$ cat src/rtl/lfa_adc_pkg.sv
// Shared types and constants for the LFA ADC128S022 reader.
// Optional 4-scan averaging is enabled by defining LFA_ADC_AVG_EN.
package lfa_adc_pkg;

  typedef enum logic [1:0] {
    IDLE,
    SETUP,
    SHIFT,
    GAP
  } state_e;

  typedef enum logic [1:0] {
    IDX_L,
    IDX_M,
    IDX_R
  } ch_idx_e;

  localparam int FRAME_BITS      = 16;
  localparam int DATA_FIRST_EDGE = 5;
  localparam int AVG_SCANS       = 4;

  function automatic ch_idx_e next_idx(
    input ch_idx_e i
  );
    case (i)
      IDX_L:   return IDX_M;
      IDX_M:   return IDX_R;
      default: return IDX_L;
    endcase
  endfunction

endpackage

$ cat src/rtl/lfa_adc_sclk_gen.sv
// SCLK half-period timer: idle-high clock level plus
// one-cycle rise/fall strobes issued the cycle before each edge.
module lfa_adc_sclk_gen #(
  parameter int CLK_DIV = 16
) (
  input  logic clk_i,
  input  logic rst_i,
  input  logic run_i,
  input  logic hold_hi_i,
  output logic sclk_o,
  output logic rise_o,
  output logic fall_o,
  output logic tc_o
);

  localparam int CW = $clog2(CLK_DIV);

  logic [CW-1:0] cnt_q, cnt_d;
  logic          sclk_q, sclk_d;

  assign tc_o   = run_i && (cnt_q == CW'(CLK_DIV - 1));
  assign rise_o = tc_o && !sclk_q;
  assign fall_o = tc_o && sclk_q && !hold_hi_i;
  assign sclk_o = sclk_q;

  always_comb begin
    cnt_d  = cnt_q;
    sclk_d = sclk_q;
    if (!run_i) begin
      cnt_d  = '0;
      sclk_d = 1'b1;
    end else if (tc_o) begin
      cnt_d = '0;
      if (!hold_hi_i) sclk_d = !sclk_q;
    end else begin
      cnt_d = cnt_q + 1'b1;
    end
  end

  always_ff @(posedge clk_i) begin
    if (rst_i) begin
      cnt_q  <= '0;
      sclk_q <= 1'b1;
    end else begin
      cnt_q  <= cnt_d;
      sclk_q <= sclk_d;
    end
  end

endmodule

$ cat src/rtl/lfa_adc_reader.sv
// Round-robin ADC128S022 reader publishing coherent L/M/R values.
// Define LFA_ADC_AVG_EN to publish 4-scan averages instead.
module lfa_adc_reader #(
  parameter int         CLK_DIV   = 16,
  parameter logic [2:0] CH_LEFT   = 3'd3,
  parameter logic [2:0] CH_MIDDLE = 3'd4,
  parameter logic [2:0] CH_RIGHT  = 3'd5
) (
  input  logic        clk_50M,
  input  logic        rst,
  input  logic        enable,
  input  logic        adc_dout,
  output logic        adc_cs_n,
  output logic        adc_sclk,
  output logic        adc_din,
  output logic [11:0] left,
  output logic [11:0] middle,
  output logic [11:0] right,
  output logic        sample_valid
);

  import lfa_adc_pkg::*;

  state_e  state_q, state_d;
  ch_idx_e idx_q, idx_d;

  logic        run, hold_hi;
  logic        rise, fall, tc;
  logic        last_bit, to_idle;
  logic [2:0]  addr;
  logic [4:0]  rises_q, rises_d;
  logic        done_q, done_d;
  logic        din_q, din_d;
  logic        valid_q, valid_d;
  logic        prime_q, prime_d;
  logic [11:0] shift_q, shift_d;
  logic [11:0] shl_q, shl_d;
  logic [11:0] shm_q, shm_d;
  logic [11:0] left_q, left_d;
  logic [11:0] mid_q, mid_d;
  logic [11:0] right_q, right_d;

`ifdef LFA_ADC_AVG_EN
  logic [13:0] acc_l_q, acc_l_d;
  logic [13:0] acc_m_q, acc_m_d;
  logic [13:0] acc_r_q, acc_r_d;
  logic [13:0] sum_l, sum_m, sum_r;
  logic [1:0]  scan_q, scan_d;
`endif

  lfa_adc_sclk_gen #(
    .CLK_DIV(CLK_DIV)
  ) u_sclk (
    .clk_i    (clk_50M),
    .rst_i    (rst),
    .run_i    (run),
    .hold_hi_i(hold_hi),
    .sclk_o   (adc_sclk),
    .rise_o   (rise),
    .fall_o   (fall),
    .tc_o     (tc)
  );

  function automatic logic [2:0] ch_addr(
    input ch_idx_e i
  );
    case (i)
      IDX_L:   return CH_LEFT;
      IDX_M:   return CH_MIDDLE;
      default: return CH_RIGHT;
    endcase
  endfunction

  assign last_bit = (rises_q == 5'(FRAME_BITS));
  assign to_idle  = (state_q == GAP) && tc && !enable;
  // DIN addresses the channel whose data arrives next frame
  assign addr     = prime_q ? CH_LEFT
                            : ch_addr(next_idx(idx_q));

  always_ff @(posedge clk_50M) begin
    if (rst) state_q <= IDLE;
    else     state_q <= state_d;
  end

  always_comb begin
    state_d = state_q;
    unique case (state_q)
      IDLE:    if (enable) state_d = SETUP;
      SETUP:   if (tc) state_d = SHIFT;
      SHIFT:   if (tc && last_bit) state_d = GAP;
      default: if (tc) state_d = enable ? SETUP : IDLE;
    endcase
  end

  always_comb begin
    run      = (state_q != IDLE);
    hold_hi  = (state_q == GAP) ||
               ((state_q == SHIFT) && last_bit);
    adc_cs_n = (state_q == IDLE) || (state_q == GAP);
  end

  always_comb begin
    rises_d = '0;
    if (state_q == SHIFT)
      rises_d = rises_q + {4'b0, rise};
    done_d = rise && (rises_q == 5'(FRAME_BITS - 1));

    din_d = din_q;
    if (fall) begin
      unique case (1'b1)
        rises_q == 5'd2: din_d = addr[2];
        rises_q == 5'd3: din_d = addr[1];
        rises_q == 5'd4: din_d = addr[0];
        default:         din_d = 1'b0;
      endcase
    end

    shift_d = shift_q;
    if (rise && rises_q >= 5'(DATA_FIRST_EDGE - 1))
      shift_d = {shift_q[10:0], adc_dout};

    idx_d   = idx_q;
    prime_d = prime_q;
    shl_d   = shl_q;
    shm_d   = shm_q;
    left_d  = left_q;
    mid_d   = mid_q;
    right_d = right_q;
    valid_d = 1'b0;

`ifdef LFA_ADC_AVG_EN
    acc_l_d = acc_l_q;
    acc_m_d = acc_m_q;
    acc_r_d = acc_r_q;
    scan_d  = scan_q;
    sum_l   = acc_l_q + {2'b00, shl_q};
    sum_m   = acc_m_q + {2'b00, shm_q};
    sum_r   = acc_r_q + {2'b00, shift_q};
`endif

    if (done_q) begin
      if (prime_q) begin
        prime_d = 1'b0;
        idx_d   = IDX_L;
      end else begin
        idx_d = next_idx(idx_q);
        unique case (idx_q)
          IDX_L: shl_d = shift_q;
          IDX_M: shm_d = shift_q;
          default: begin
`ifdef LFA_ADC_AVG_EN
            if (scan_q == 2'(AVG_SCANS - 1)) begin
              left_d  = sum_l[13:2];
              mid_d   = sum_m[13:2];
              right_d = sum_r[13:2];
              valid_d = 1'b1;
              acc_l_d = '0;
              acc_m_d = '0;
              acc_r_d = '0;
              scan_d  = '0;
            end else begin
              acc_l_d = sum_l;
              acc_m_d = sum_m;
              acc_r_d = sum_r;
              scan_d  = scan_q + 2'd1;
            end
`else
            left_d  = shl_q;
            mid_d   = shm_q;
            right_d = shift_q;
            valid_d = 1'b1;
`endif
          end
        endcase
      end
    end

    if (to_idle) begin
      prime_d = 1'b1;
`ifdef LFA_ADC_AVG_EN
      acc_l_d = '0;
      acc_m_d = '0;
      acc_r_d = '0;
      scan_d  = '0;
`endif
    end
  end

  always_ff @(posedge clk_50M) begin
    if (rst) begin
      rises_q <= '0;
      done_q  <= 1'b0;
      din_q   <= 1'b0;
      shift_q <= '0;
      idx_q   <= IDX_L;
      prime_q <= 1'b1;
      shl_q   <= '0;
      shm_q   <= '0;
      left_q  <= '0;
      mid_q   <= '0;
      right_q <= '0;
      valid_q <= 1'b0;
    end else begin
      rises_q <= rises_d;
      done_q  <= done_d;
      din_q   <= din_d;
      shift_q <= shift_d;
      idx_q   <= idx_d;
      prime_q <= prime_d;
      shl_q   <= shl_d;
      shm_q   <= shm_d;
      left_q  <= left_d;
      mid_q   <= mid_d;
      right_q <= right_d;
      valid_q <= valid_d;
    end
  end

`ifdef LFA_ADC_AVG_EN
  always_ff @(posedge clk_50M) begin
    if (rst) begin
      acc_l_q <= '0;
      acc_m_q <= '0;
      acc_r_q <= '0;
      scan_q  <= '0;
    end else begin
      acc_l_q <= acc_l_d;
      acc_m_q <= acc_m_d;
      acc_r_q <= acc_r_d;
      scan_q  <= scan_d;
    end
  end
`endif

  assign adc_din      = din_q;
  assign left         = left_q;
  assign middle       = mid_q;
  assign right        = right_q;
  assign sample_valid = valid_q;

endmodule

$ cat config.mk
export PLATFORM = sky130hd
export DESIGN_NAME = lfa_adc_reader
export DESIGN_NICKNAME = d
export VERILOG_FILES = /design/src/rtl/lfa_adc_pkg.sv /design/src/rtl/lfa_adc_sclk_gen.sv /design/src/rtl/lfa_adc_reader.sv
export SDC_FILE = /design/constraint.sdc
export NUM_CORES = 1
export LEC_CHECK = 0
export ABC_CLOCK_PERIOD_IN_PS = 4850
export CORE_ASPECT_RATIO = 1.1
export CORE_MARGIN = 2
export CORE_UTILIZATION = 50
export CTS_CLUSTER_DIAMETER = 200
export DETAILED_ROUTE_END_ITERATION = 10
export PLACE_DENSITY = 0.73
export SYNTH_ARGS = -nofsm -noshare
export SYNTH_HDL_FRONTEND = slang
export SYNTH_SLANG_ARGS = --single-unit
$ cat constraint.sdc
create_clock -name clk_50M -period 4.85 [get_ports clk_50M]
set_input_delay 0.7275 -clock clk_50M [delete_from_list [all_inputs] [get_ports clk_50M]]
set_output_delay 0.7275 -clock clk_50M [all_outputs]
set_load 0.01 [all_outputs]
[Yosys cells after proc, flatten, opt, wreduce, memory -nomap -nowiden]
Index checks and enable logic that the tools add are counted.
Operators by class
  equality and inequality tests: 14
  $lt $le $gt $ge: 1
  bitwise gates (word level): 6
  add/subtract/negate cells: 2
  reductions and logical operators: 31
  mux-type cells: 12
Operators with widths (count)
  5-bit by 2-bit equality test with 1-bit output (second input constant): 2
  1-bit logical AND: 10
  2-bit two-way mux: 5
  3-bit AND reduction: 3
  2-bit OR reduction: 4
  2-bit by 1-bit equality test with 1-bit output (second input constant): 3
  2-bit logical NOT: 3
  2-bit != test (second input constant): 3
  1-bit NOT: 6
  2-bit case mux with 3 select lines: 1
  3-bit case mux with 2 select lines: 1
  3-bit OR reduction: 2
  5-bit by 1-bit adder with 5-bit output: 1
  5-bit by 3-bit equality test with 1-bit output (second input constant): 1
  5-bit by 4-bit equality test with 1-bit output (second input constant): 1
  5-bit equality test (second input constant): 1
  5-bit by 3-bit greater-or-equal comparator with 1-bit output (second input constant): 1
  4-bit by 1-bit adder with 4-bit output (second input constant): 1
  2-bit equality test (second input constant): 2
  4-bit equality test (second input constant): 1
  2-bit case mux with 2 select lines: 1
  4-bit AND reduction: 1
  1-bit logical NOT: 3
  3-bit two-way mux: 1
  other kinds (6): 8
Storage, ports and cells
  input port bits: 4
  word-level logic and storage cells: 81
  output and inout bits: 40
  register bits after elaboration: 90

[Longest topological paths before layout]
Gate-level depths: netlist of run 1.
  depth after elaboration: 6
  gate-level depth with buffers: 9
  gate-level depth less buffers: 9

[Modules after synthesis]
From an unflattened synthesis of run 1, not the netlist that was laid out.
Second synthesis, totals
  cells, all modules: 404
  area total of the unflattened synthesis: 3474.6 µm²
Modules (own cells, without submodules)
  lfa_adc_reader: area each 3246.9 µm², instances 1, seq. area each 1701.6 µm², cells an instance 379
  lfa_adc_sclk_gen: area each 227.7 µm², instances 1, seq. area each 100.1 µm², cells an instance 25

[Worst setup path after synthesis of run 1]
Ideal clock, no wire load.
  path type: reg-to-reg
  start point: register state_q[0]
  end point: register rises_q[4]
  stages on the path, launching flop included: 10
  data required time: 4732 ps
  period minus slack after synthesis: 1775 ps
  path buffers: 0
  path slack: 3075 ps
  setup time: 118 ps
  arrival: 1657 ps
  path through: dfxtp_1 > inv_1 > ha_1 > nand4b_4 > nor2_1 > ha_1 > ha_1 > nand3_1 > xnor2_1 > nor2_1
On the way
  word-level cells in the longest chain between the ends: 4
  elaborated cells between the ends (all ways): 7
  those cells by class: add/sub (1); eq/ne (1); bitwise (1); reduce/logical (4)
RTL lines
  start, declared: line lfa_adc_reader.sv:24  | state_e state_q, state_d;
  start signal, assigned: line lfa_adc_reader.sv:82  | else state_q <= state_d;
  2-bit nonzero test: line lfa_adc_reader.sv:96  | run = (state_q != IDLE);
  1-bit logical AND: line lfa_adc_sclk_gen.sv:21  | assign tc_o = run_i && (cnt_q == CW'(CLK_DIV - 1));
  1-bit logical AND: line lfa_adc_sclk_gen.sv:22  | assign rise_o = tc_o && !sclk_q;
  5-bit by 1-bit adder with 5-bit output: line lfa_adc_reader.sv:105  | rises_d = rises_q + {4'b0, rise};
  end signal, assigned: line lfa_adc_reader.sv:204  | rises_q <= rises_d;
  end, declared: line lfa_adc_reader.sv:31  | logic [4:0] rises_q, rises_d;
Several ways; a longest one is shown, not always the timed one.
A chain may end at the register's enable or synchronous reset.

[Worst setup path in the final report of run 1]
  start point: register state_q[0]
  end point: output adc_cs_n
On the way
  word-level cells in the longest chain between the ends: 2
  elaborated cells between the ends (all ways): 3
  those cells by class: eq/ne (1); reduce/logical (2)
RTL lines
  2-bit equality test / 2-bit logical NOT (equally long branches): line lfa_adc_reader.sv:99  | adc_cs_n = (state_q == IDLE) || (state_q == GAP);
  1-bit logical OR (*): line lfa_adc_reader.sv:99
  end, declared: line lfa_adc_reader.sv:13  | output logic adc_cs_n,
Mark *: on every way between the ends. The rest lies on a longest branch, timed or not.

==> flow_summary.yaml, run 1 <==
run_status:
  result_of_the_run: "complete, no violations"
sta:
  worst_clock_skew_ps: 6.78
  setup_tns_ps: 0
  slew_headroom_pct: 44.6
  setup_violations: 0
  finalCriticalPeriod_ps: 2500
  timing.final.hold_violations: 0
  worstMarginPinSlew_ps: 829
  final_min_period_over_clock_period_pct: 51.6
  fin_hold_ws_ps: 455
  achievable-frequency_ghz: 0.399
  slew_violations: 0
  grt_setup_unrepaired: "no"
power:
  power.net_switching_uw: 281
  power.combinational.fraction_pct: 4.9
  sequentialPowerShare_pct: 58.5
  power.share.switching_pct: 22.0
  relative_contribution_of_the_clock_network_to_total_power_pct: 36.6
  p_leak_nw: 1.41
  vdd_drop_max_mv: 0.172
  cellPowerDensity_mw_per_mm2: 316
  p_int_uw: 999
global_routing:
  grt_max_degree: 59
  grtUsageMet3_pct: 4.84
  met1_usage_pct: 23.0
  gr-usage-all-layers_pct: 18.7
  globalRouteMet2Util_pct: 31.7
  overflow: 0
  first_global_vias: 2472
  grt_first_pass_wirelength_um: 11600
  antenna_found_initial: 0
  globalRoute.busiestLayer: "met2"
die:
  die-width_um: 82.9
  starting_density_pct: 51.9
  die_h_um: 90.8
  floorplan.io_pins: 44
  core-area_sq_mm: 0.00659
  fp.dieArea_sq_mm: 0.00753
  row_count: 31
route:
  drt_drc_violations_left: 0
  route.final.wire_length_um: 6720
  drt_pass1_iterations: 4
  route.antenna.remaining_nets: 0
  drt_iter0_markers: 165
  wire_per_inst_um: 12.9
  route.vias.total: 2661
  routed_via_density: 5.10
logic_synthesis:
  synthesis.instances: 401
  synthDistinctLibCells: 36
  async_reset_ff_share_pct: 0
  post_synth.cell_area_avg_sq_um: 8.54
  ys_dominant_reg_cell: "dfxtp_1"
  ys_ff_latch: 90
  netlist.area_leader.share_pct: 52.6
  synth-edff-count: 0
  synth_nets: 413
  syn-cell-area_sq_mm: 0.00342
  post_synth_main_area_contributors: "dfxtp_1, nand2_1, a21oi_1"
  synth-seq-area-share_pct: 52.6
  synth_area_leader_cell: "dfxtp_1"
  ys.warnings.count: 0
clock_tree:
  number_of_buffers_on_the_longest_clock_path: 2
  ctsHoldBuffers: 0
  cts_post_setup_buffers_inserted: 0
  clk_latency_ps: 340
  clockRootBuffer: "clkbuf_8"
  clk_transition_reported_paths_ps: 80
  ctsResizeCount: 0
  ctsHtreeMaxLevel: 3
  clock-sinks: 90
  cts_tree: "built"
  cts-buffers-inserted: 9
final_layout:
  final_cell_mix: "nand2_1, dfxtp_1, a21oi_1"
  final_net_count: 449
  area_delta_synth_final_pct: 18.4
  layout_commonest_cell: "nand2_1"
  antenna-diode-count: 0
  fin_util_pct: 61.5
  drive_gt1_share_pct: 5.45
place:
  gp_routability_congestion: 0.783
  post-dp-hpwl_um: 4530
  port_buffers: 43
min_path:
  min_path_type: "flip-flop to flip-flop"
  hold-path-cell-count: 2
critical_path:
  length_in_cells_of_the_worst_reg_to_reg_path: 6
  cp_max_fo: 4
  path_class: "flip-flop to primary output"
  signal_arrival_time_at_the_worst_endpoint_ps: 1780
  critical_path.endpoint_type: "primary output"
  required_ps: 4120
  crit_path_start_kind: "flip-flop"
job:
  max_capacitance_violation_total: 0
==> state kept, by name, summed over array words and instances (netlist names) <==
name	count
adc_din	1
done_q	1
idx_q	2
left	12
middle	12
prime_q	1
right	12
rises_q	5
sample_valid	1
shift_q	12
shl_q	12
shm_q	12
state_q	2
u_sclk.cnt_q	4
u_sclk.sclk_o	1
==> cells by family after synthesis <==
| logic type | count (synthesis) | share of synthesized area [%] |
|---|---|---|
| buffers and inverters | 29 | 3.80 |
| adder cells (fa/ha/maj) | 8 | 2.92 |
| AO/OA/AOI/OAI | 78 | 12.7 |
| multiplexers | 12 | 3.51 |
| flip-flops | 90 | 52.6 |
| AND/OR/NAND/NOR | 178 | 22.9 |
| XOR/XNOR | 6 | 1.54 |
==> layout make-up <==
cell class / count / area (sq um)
multi-input combinational: 282 / 1500
clock buffer: 10 / 128
inverter: 8 / 30.0
timing repair buffer: 46 / 448
sequential: 90 / 1800
tap: 82 / 103
clock inverter: 4 / 45.0
fill: 580 / 2540
==> routing by layer <==
metal / vias up / share of wire (%)
li1: 1390 / -
met1: 1217 / 45
met2: 45 / 50
met3: 9 / 3.2
met4: 0 / 1.4
met5: - / 0
==> cells in the mapped netlist (3+ instances only) <==
master	instances
nand3_1	4
clkbuf_1	14
nand2b_1	3
buf_2	5
a21oi_1	66
mux2i_1	12
xnor2_1	4
dfxtp_1	90
ha_1	8
nor2_1	25
o21ai_0	3
nand2_1	128
inv_1	8
==> metrics by stage <==
step | worst slack [ps] | cell area (sq um) | instances | power [mW]
finish | 2350 | 4050 | 522 | 1.28
global route | 2240 | 4050 | 522 | 1.33
CTS | 2320 | 4050 | 522 | 1.29
detailed placement | 2630 | 3880 | 508 | 0.829
global placement | 2660 | 3880 | 508 | 0.825
floorplan | 3070 | 3420 | 401 | 0.809
==> path summary, 6_finish.rpt <==
| kind | from | slack [ps] | endpoint |
|---|---|---|---|
| max reg2reg | state_q[0]$_SDFFE_PP0P_ | 2680 | shift_q[9]$_SDFFE_PP0P_ |
| min | middle[8]$_SDFFE_PP0P_ | 450 | middle[8]$_SDFFE_PP0P_ |
| min reg2reg | middle[8]$_SDFFE_PP0P_ | 450 | middle[8]$_SDFFE_PP0P_ |
| max | state_q[0]$_SDFFE_PP0P_ | 2350 | adc_cs_n |
==> worst max-delay path: stages, from the launching register on <==
cell             delay, ps
dfxtp_1                400
inv_1                  110
ha_1                   320
inv_1                   70
clkdlybuf4s50_1        530
==> power groups by stage <==
stage / Combinational [mW] / Sequential, mW / Clock (mW)
after floorplan: 0.0440 / 0.765 / 0
after global placement: 0.0593 / 0.766 / 0
after detailed placement: 0.0630 / 0.766 / 0
after CTS: 0.0631 / 0.749 / 0.481
after global routing: 0.0694 / 0.750 / 0.514
final: 0.0627 / 0.749 / 0.469
(Power assumes the default switching activity.)
==> run 2: changes to the inputs <==
Settings changed: ABC_CLOCK_PERIOD_IN_PS 4850 to 2600.
Clock period 4.85 ns to 2.6 ns, I/O delays scaled along.
==> flow_summary.yaml, run 2 (same netlist as run 1, synthesis figures left out) <==
job:
  max_capacitance_violation_total: 0
global_routing:
  met1_usage_pct: 22.2
  overflow: 0
  globalRoute.busiestLayer: "met2"
  grt_max_degree: 79
  first_global_vias: 2723
  antenna_found_initial: 0
  grtUsageMet3_pct: 4.57
  grt_first_pass_wirelength_um: 11800
  gr-usage-all-layers_pct: 19.2
  globalRouteMet2Util_pct: 33.9
route:
  route.vias.total: 2741
  route.final.wire_length_um: 6880
  wire_per_inst_um: 13.1
  drt_iter0_markers: 162
  route.antenna.remaining_nets: 0
  drt_drc_violations_left: 0
  drt_pass1_iterations: 4
  routed_via_density: 5.21
critical_path:
  critical_path.endpoint_type: "primary output"
  length_in_cells_of_the_worst_reg_to_reg_path: 9
  path_class: "flip-flop to primary output"
  crit_path_start_kind: "flip-flop"
  setup_slack_of_the_worst_register_to_register_path_ps: 570
  signal_arrival_time_at_the_worst_endpoint_ps: 1760
  cp_max_fo: 4
  required_ps: 2210
  regToRegEndpoint: "rises_q[4]$_SDFF_PP0_"
  crit-reg2reg-launch: "state_q[0]$_SDFFE_PP0P_"
sta:
  worstMarginPinSlew_ps: 732
  setup_tns_ps: 0
  worst_clock_skew_ps: 7.65
  grt_setup_unrepaired: "no"
  final_min_period_over_clock_period_pct: 82.6
  slew_violations: 0
  timing.final.hold_violations: 0
  achievable-frequency_ghz: 0.466
  slew_headroom_pct: 51.1
  setup_violations: 0
  finalCriticalPeriod_ps: 2150
die:
  fp.dieArea_sq_mm: 0.00753
  core-area_sq_mm: 0.00659
  starting_density_pct: 51.9
  floorplan.io_pins: 44
  die-width_um: 82.9
  die_h_um: 90.8
  row_count: 31
min_path:
  hold-path-endpoint: "u_sclk.cnt_q[2]$_SDFF_PP0_"
  min_path_type: "input pin to flip-flop"
  hold_path_startpoint: "rst"
  hold-path-cell-count: 2
clock_tree:
  clockRootBuffer: "clkbuf_8"
  clk_transition_reported_paths_ps: 80
  ctsHtreeMaxLevel: 3
  cts_post_setup_buffers_inserted: 0
  ctsHoldBuffers: 0
  ctsResizeCount: 0
  cts_tree: "built"
  clock-sinks: 90
  clk_latency_ps: 340
  number_of_buffers_on_the_longest_clock_path: 2
  cts-buffers-inserted: 9
place:
  port_buffers: 43
  post-dp-hpwl_um: 4570
  gp_routability_congestion: 0.836
power:
  power.combinational.fraction_pct: 4.8
  tot_pwr_mw: 2.54
  power.share.switching_pct: 21.3
  vdd_drop_max_mv: 0.397
  p_leak_nw: 1.45
  relative_contribution_of_the_clock_network_to_total_power_pct: 40.2
  power.net_switching_uw: 541
  p_int_mw: 2.00
  sequentialPowerShare_pct: 55.0
  cellPowerDensity_mw_per_mm2: 615
final_layout:
  multi_input_area_sq_mm: 0.00150
  antenna-diode-count: 0
  final-seq-area_sq_mm: 0.00180
  drive_gt1_share_pct: 6.53
  final_net_count: 452
  area_delta_synth_final_pct: 20.7
  final_cell_mix: "nand2_1, dfxtp_1, a21oi_1"
  fillCellCount: 597
  layout_commonest_cell: "nand2_1"
run_status:
  result_of_the_run: "complete, no violations"
## run 2: worst max-delay path by stage
stage | cells past startpoint | start | to | slack (ps)
global route | 4 | state_q[0]$_SDFFE_PP0P_ | adc_cs_n | 380
finish | 4 | state_q[0]$_SDFFE_PP0P_ | adc_cs_n | 450
global placement | 9 | state_q[0]$_SDFFE_PP0P_ | rises_q[4]$_SDFF_PP0_ | 710
floorplan | 9 | state_q[0]$_SDFFE_PP0P_ | rises_q[4]$_SDFF_PP0_ | 820
detailed placement | 9 | state_q[0]$_SDFFE_PP0P_ | rises_q[4]$_SDFF_PP0_ | 570
CTS | 4 | state_q[0]$_SDFFE_PP0P_ | adc_cs_n | 420
## run 2: power groups by stage
| stage | clock network [mW] | registers, mW | logic [mW] |
|---|---|---|---|
| finish | 1.02 | 1.40 | 0.121 |
| global route | 1.10 | 1.40 | 0.133 |
| floorplan | 0 | 1.43 | 0.0821 |
| detailed placement | 0 | 1.43 | 0.121 |
| CTS | 1.05 | 1.40 | 0.123 |
| global placement | 0 | 1.43 | 0.114 |
## run 2: routing by layer
layer  part of all wire [%]  routed length, um  up-vias
met4                    1.7                114        0
li1                       -                  -     1401
met1                     44               3040     1288
met5                      0                  0        -
met3                    2.5                172       12
met2                     52               3550       40
## run 2: worst max-delay path, cell delays in order (launching register included)
cell and delay [ps]:
dfxtp_1 390, inv_1 110, ha_1 320, inv_1 60, clkdlybuf4s50_1 530
## run 2: metrics by stage
| stage | worst slack (ps) | util (%) | hold slack (ps) | std cells | area (sq um) |
|---|---|---|---|---|---|
| final | 453 | 62.7 | 311 | 526 | 4130 |
| after global routing | 383 | 62.7 | 320 | 526 | 4130 |
| after CTS | 421 | 62.7 | 303 | 526 | 4130 |
| after detailed placement | 568 | 59.4 | 446 | 511 | 3920 |
| after global placement | 714 | 59.4 | 439 | 511 | 3920 |
| after floorplan | 825 | - | 430 | 401 | 3420 |
## run 2: cell type report
class,count,share of cell area (%)
multi-input combinational,282,36.3
sequential,90,43.6
clock inverter,5,1.91
timing repair buffer,49,11.7
inverter,8,0.727
clock buffer,10,3.33
tap,82,2.48
==> run 3: changes to the inputs <==
Settings changed: ABC_CLOCK_PERIOD_IN_PS 2600 to 2000.
Clock period 2.6 ns to 2 ns, I/O delays scaled along.
==> flow_summary.yaml, run 3 (same netlist as run 1, synthesis figures left out) <==
power:
  sequentialPowerShare_pct: 58.0
  p_leak_nw: 1.43
  p_int_mw: 2.34
  vdd_drop_max_mv: 0.531
  cellPowerDensity_mw_per_mm2: 755
  relative_contribution_of_the_clock_network_to_total_power_pct: 36.9
  power.combinational.fraction_pct: 5.0
  power.share.switching_pct: 25.2
  tot_pwr_mw: 3.13
  power.net_switching_uw: 789
final_layout:
  layout_commonest_cell: "nand2_1"
  area_delta_synth_final_pct: 21.2
  final_cell_mix: "nand2_1, dfxtp_1, a21oi_1"
  finish.cell_count_without_fillers: 530
  antenna-diode-count: 0
  fin_util_pct: 62.9
  drive_gt1_share_pct: 8.48
  fillCellCount: 603
  final_net_count: 455
critical_path:
  required_ps: 2240
  cp_max_fo: 4
  crit_path_start_kind: "flip-flop"
  signal_arrival_time_at_the_worst_endpoint_ps: 2060
  critical_path.endpoint_type: "flip-flop"
  path_class: "flip-flop to flip-flop"
route:
  route.antenna.remaining_nets: 0
  routed_via_density: 5.19
  wire_per_inst_um: 13.1
  drt_iter0_markers: 114
  drt_drc_violations_left: 0
  route.final.wire_length_um: 6920
  route.vias.total: 2750
  drt_pass1_iterations: 4
clock_tree:
  clock-sinks: 90
  cts-buffers-inserted: 9
  clk_transition_reported_paths_ps: 100
  clk_latency_ps: 360
  cts_tree: "built"
  number_of_buffers_on_the_longest_clock_path: 2
  ctsHtreeMaxLevel: 3
  clockRootBuffer: "clkbuf_8"
  cts_post_setup_buffers_inserted: 0
die:
  row_count: 31
  core-area_sq_mm: 0.00659
  fp.dieArea_sq_mm: 0.00753
  starting_density_pct: 51.9
  die-width_um: 82.9
  die_h_um: 90.8
  floorplan.io_pins: 44
sta:
  final.setup.worst_slack_ps: 190
  timing.final.hold_violations: 0
  slew_violations: 0
  worstMarginPinSlew_ps: 529
  achievable-frequency_ghz: 0.552
  setup_violations: 0
  final_min_period_over_clock_period_pct: 90.5
  finalCriticalPeriod_ps: 1810
  grt_setup_unrepaired: "no"
  slew_headroom_pct: 64.6
  setup_tns_ps: 0
  worst_clock_skew_ps: 14.2
place:
  port_buffers: 43
  detailedPlace.worstSlack_ps: 92.7
  gp_routability_congestion: 0.809
  post-dp-hpwl_um: 4670
  post-place-cells: 514
job:
  max_capacitance_violation_total: 0
global_routing:
  overflow: 0
  grt_first_pass_wirelength_um: 11600
  gr-usage-all-layers_pct: 19.0
  first_global_vias: 2525
  antenna_found_initial: 0
  grt_max_degree: 37
run_status:
  result_of_the_run: "complete, no violations"
min_path:
  min_path_type: "input pin to flip-flop"
run 3: cell types whose count changed in the layout (fill, tap and decap cells not counted), sizes merged:
cell           change
inv                +3
clkbuf             -1
bufinv             -2
dlygate4sd2        +1
clkinvlp           +3
buf                +3
clkdlybuf4s50      -1
clkinv             -2
run 3: worst paths after layout:
kind                                         startpoint                       to  slack, ps  cells after the start
worst max register to register  state_q[0]$_SDFFE_PP0P_    rises_q[4]$_SDFF_PP0_        190                      9
worst min-delay path                                rst  shift_q[9]$_SDFFE_PP0P_        400                      2
worst max-delay path            state_q[0]$_SDFFE_PP0P_    rises_q[4]$_SDFF_PP0_        190                      9
worst min register to register    shm_q[0]$_SDFFE_PP0P_   middle[0]$_SDFFE_PP0P_        450                      2
run 3: area by class of cell:
| class | instances | area [sq um] | share of cell area (%) |
|---|---|---|---|
| Clock buffer | 9 | 124 | 2.99 |
| Inverter | 8 | 30.0 | 0.724 |
| Tap cell | 82 | 103 | 2.47 |
| Multi-Input combinational cell | 282 | 1510 | 36.4 |
| Timing Repair Buffer | 52 | 517 | 12.5 |
| Clock inverter | 7 | 60.1 | 1.45 |
| Sequential cell | 90 | 1800 | 43.5 |
run 3: worst max-delay path, stage by stage (launching register included):
cell and delay [ps]:
dfxtp_2 370, inv_1 90, ha_1 220, nand4b_4 230, nor2_4 120, ha_2 190
ha_2 180, nand3_1 90, xnor2_1 160, nor2_1 50
run 3: power by group through the flow:
stage / Sequential (mW) / Clock [mW] / Combinational [mW]
6_report: 1.82 / 1.16 / 0.157
3_3_place_gp: 1.86 / 0 / 0.157
5_1_grt: 1.82 / 1.25 / 0.178
3_5_place_dp: 1.86 / 0 / 0.161
4_1_cts: 1.82 / 1.18 / 0.157
2_1_floorplan: 1.85 / 0 / 0.107
run 3: timing repair:
action	4_1_cts	5_1_grt
endpoints found under the setup margin	1	1
hold buffers	0	0
resized for setup	3	4
run 3: metrics by stage:
stage	area, sq um	hold WS, ps
after detailed placement	3950	445
after floorplan	3420	430
after global routing	4150	392
after CTS	4140	376
after global placement	3950	439
final	4150	402
run 3: routing by layer:
| metal | part of all wire, % | track usage, % | up-vias | wire length, um |
|---|---|---|---|---|
| met5 | 0 | 0 | - | 0 |
| met4 | 1.9 | 8.74 | 0 | 134 |
| met3 | 2.8 | 4.20 | 10 | 195 |
| met2 | 49 | 32.1 | 39 | 3420 |
| met1 | 46 | 23.0 | 1293 | 3170 |
| li1 | - | - | 1408 | - |
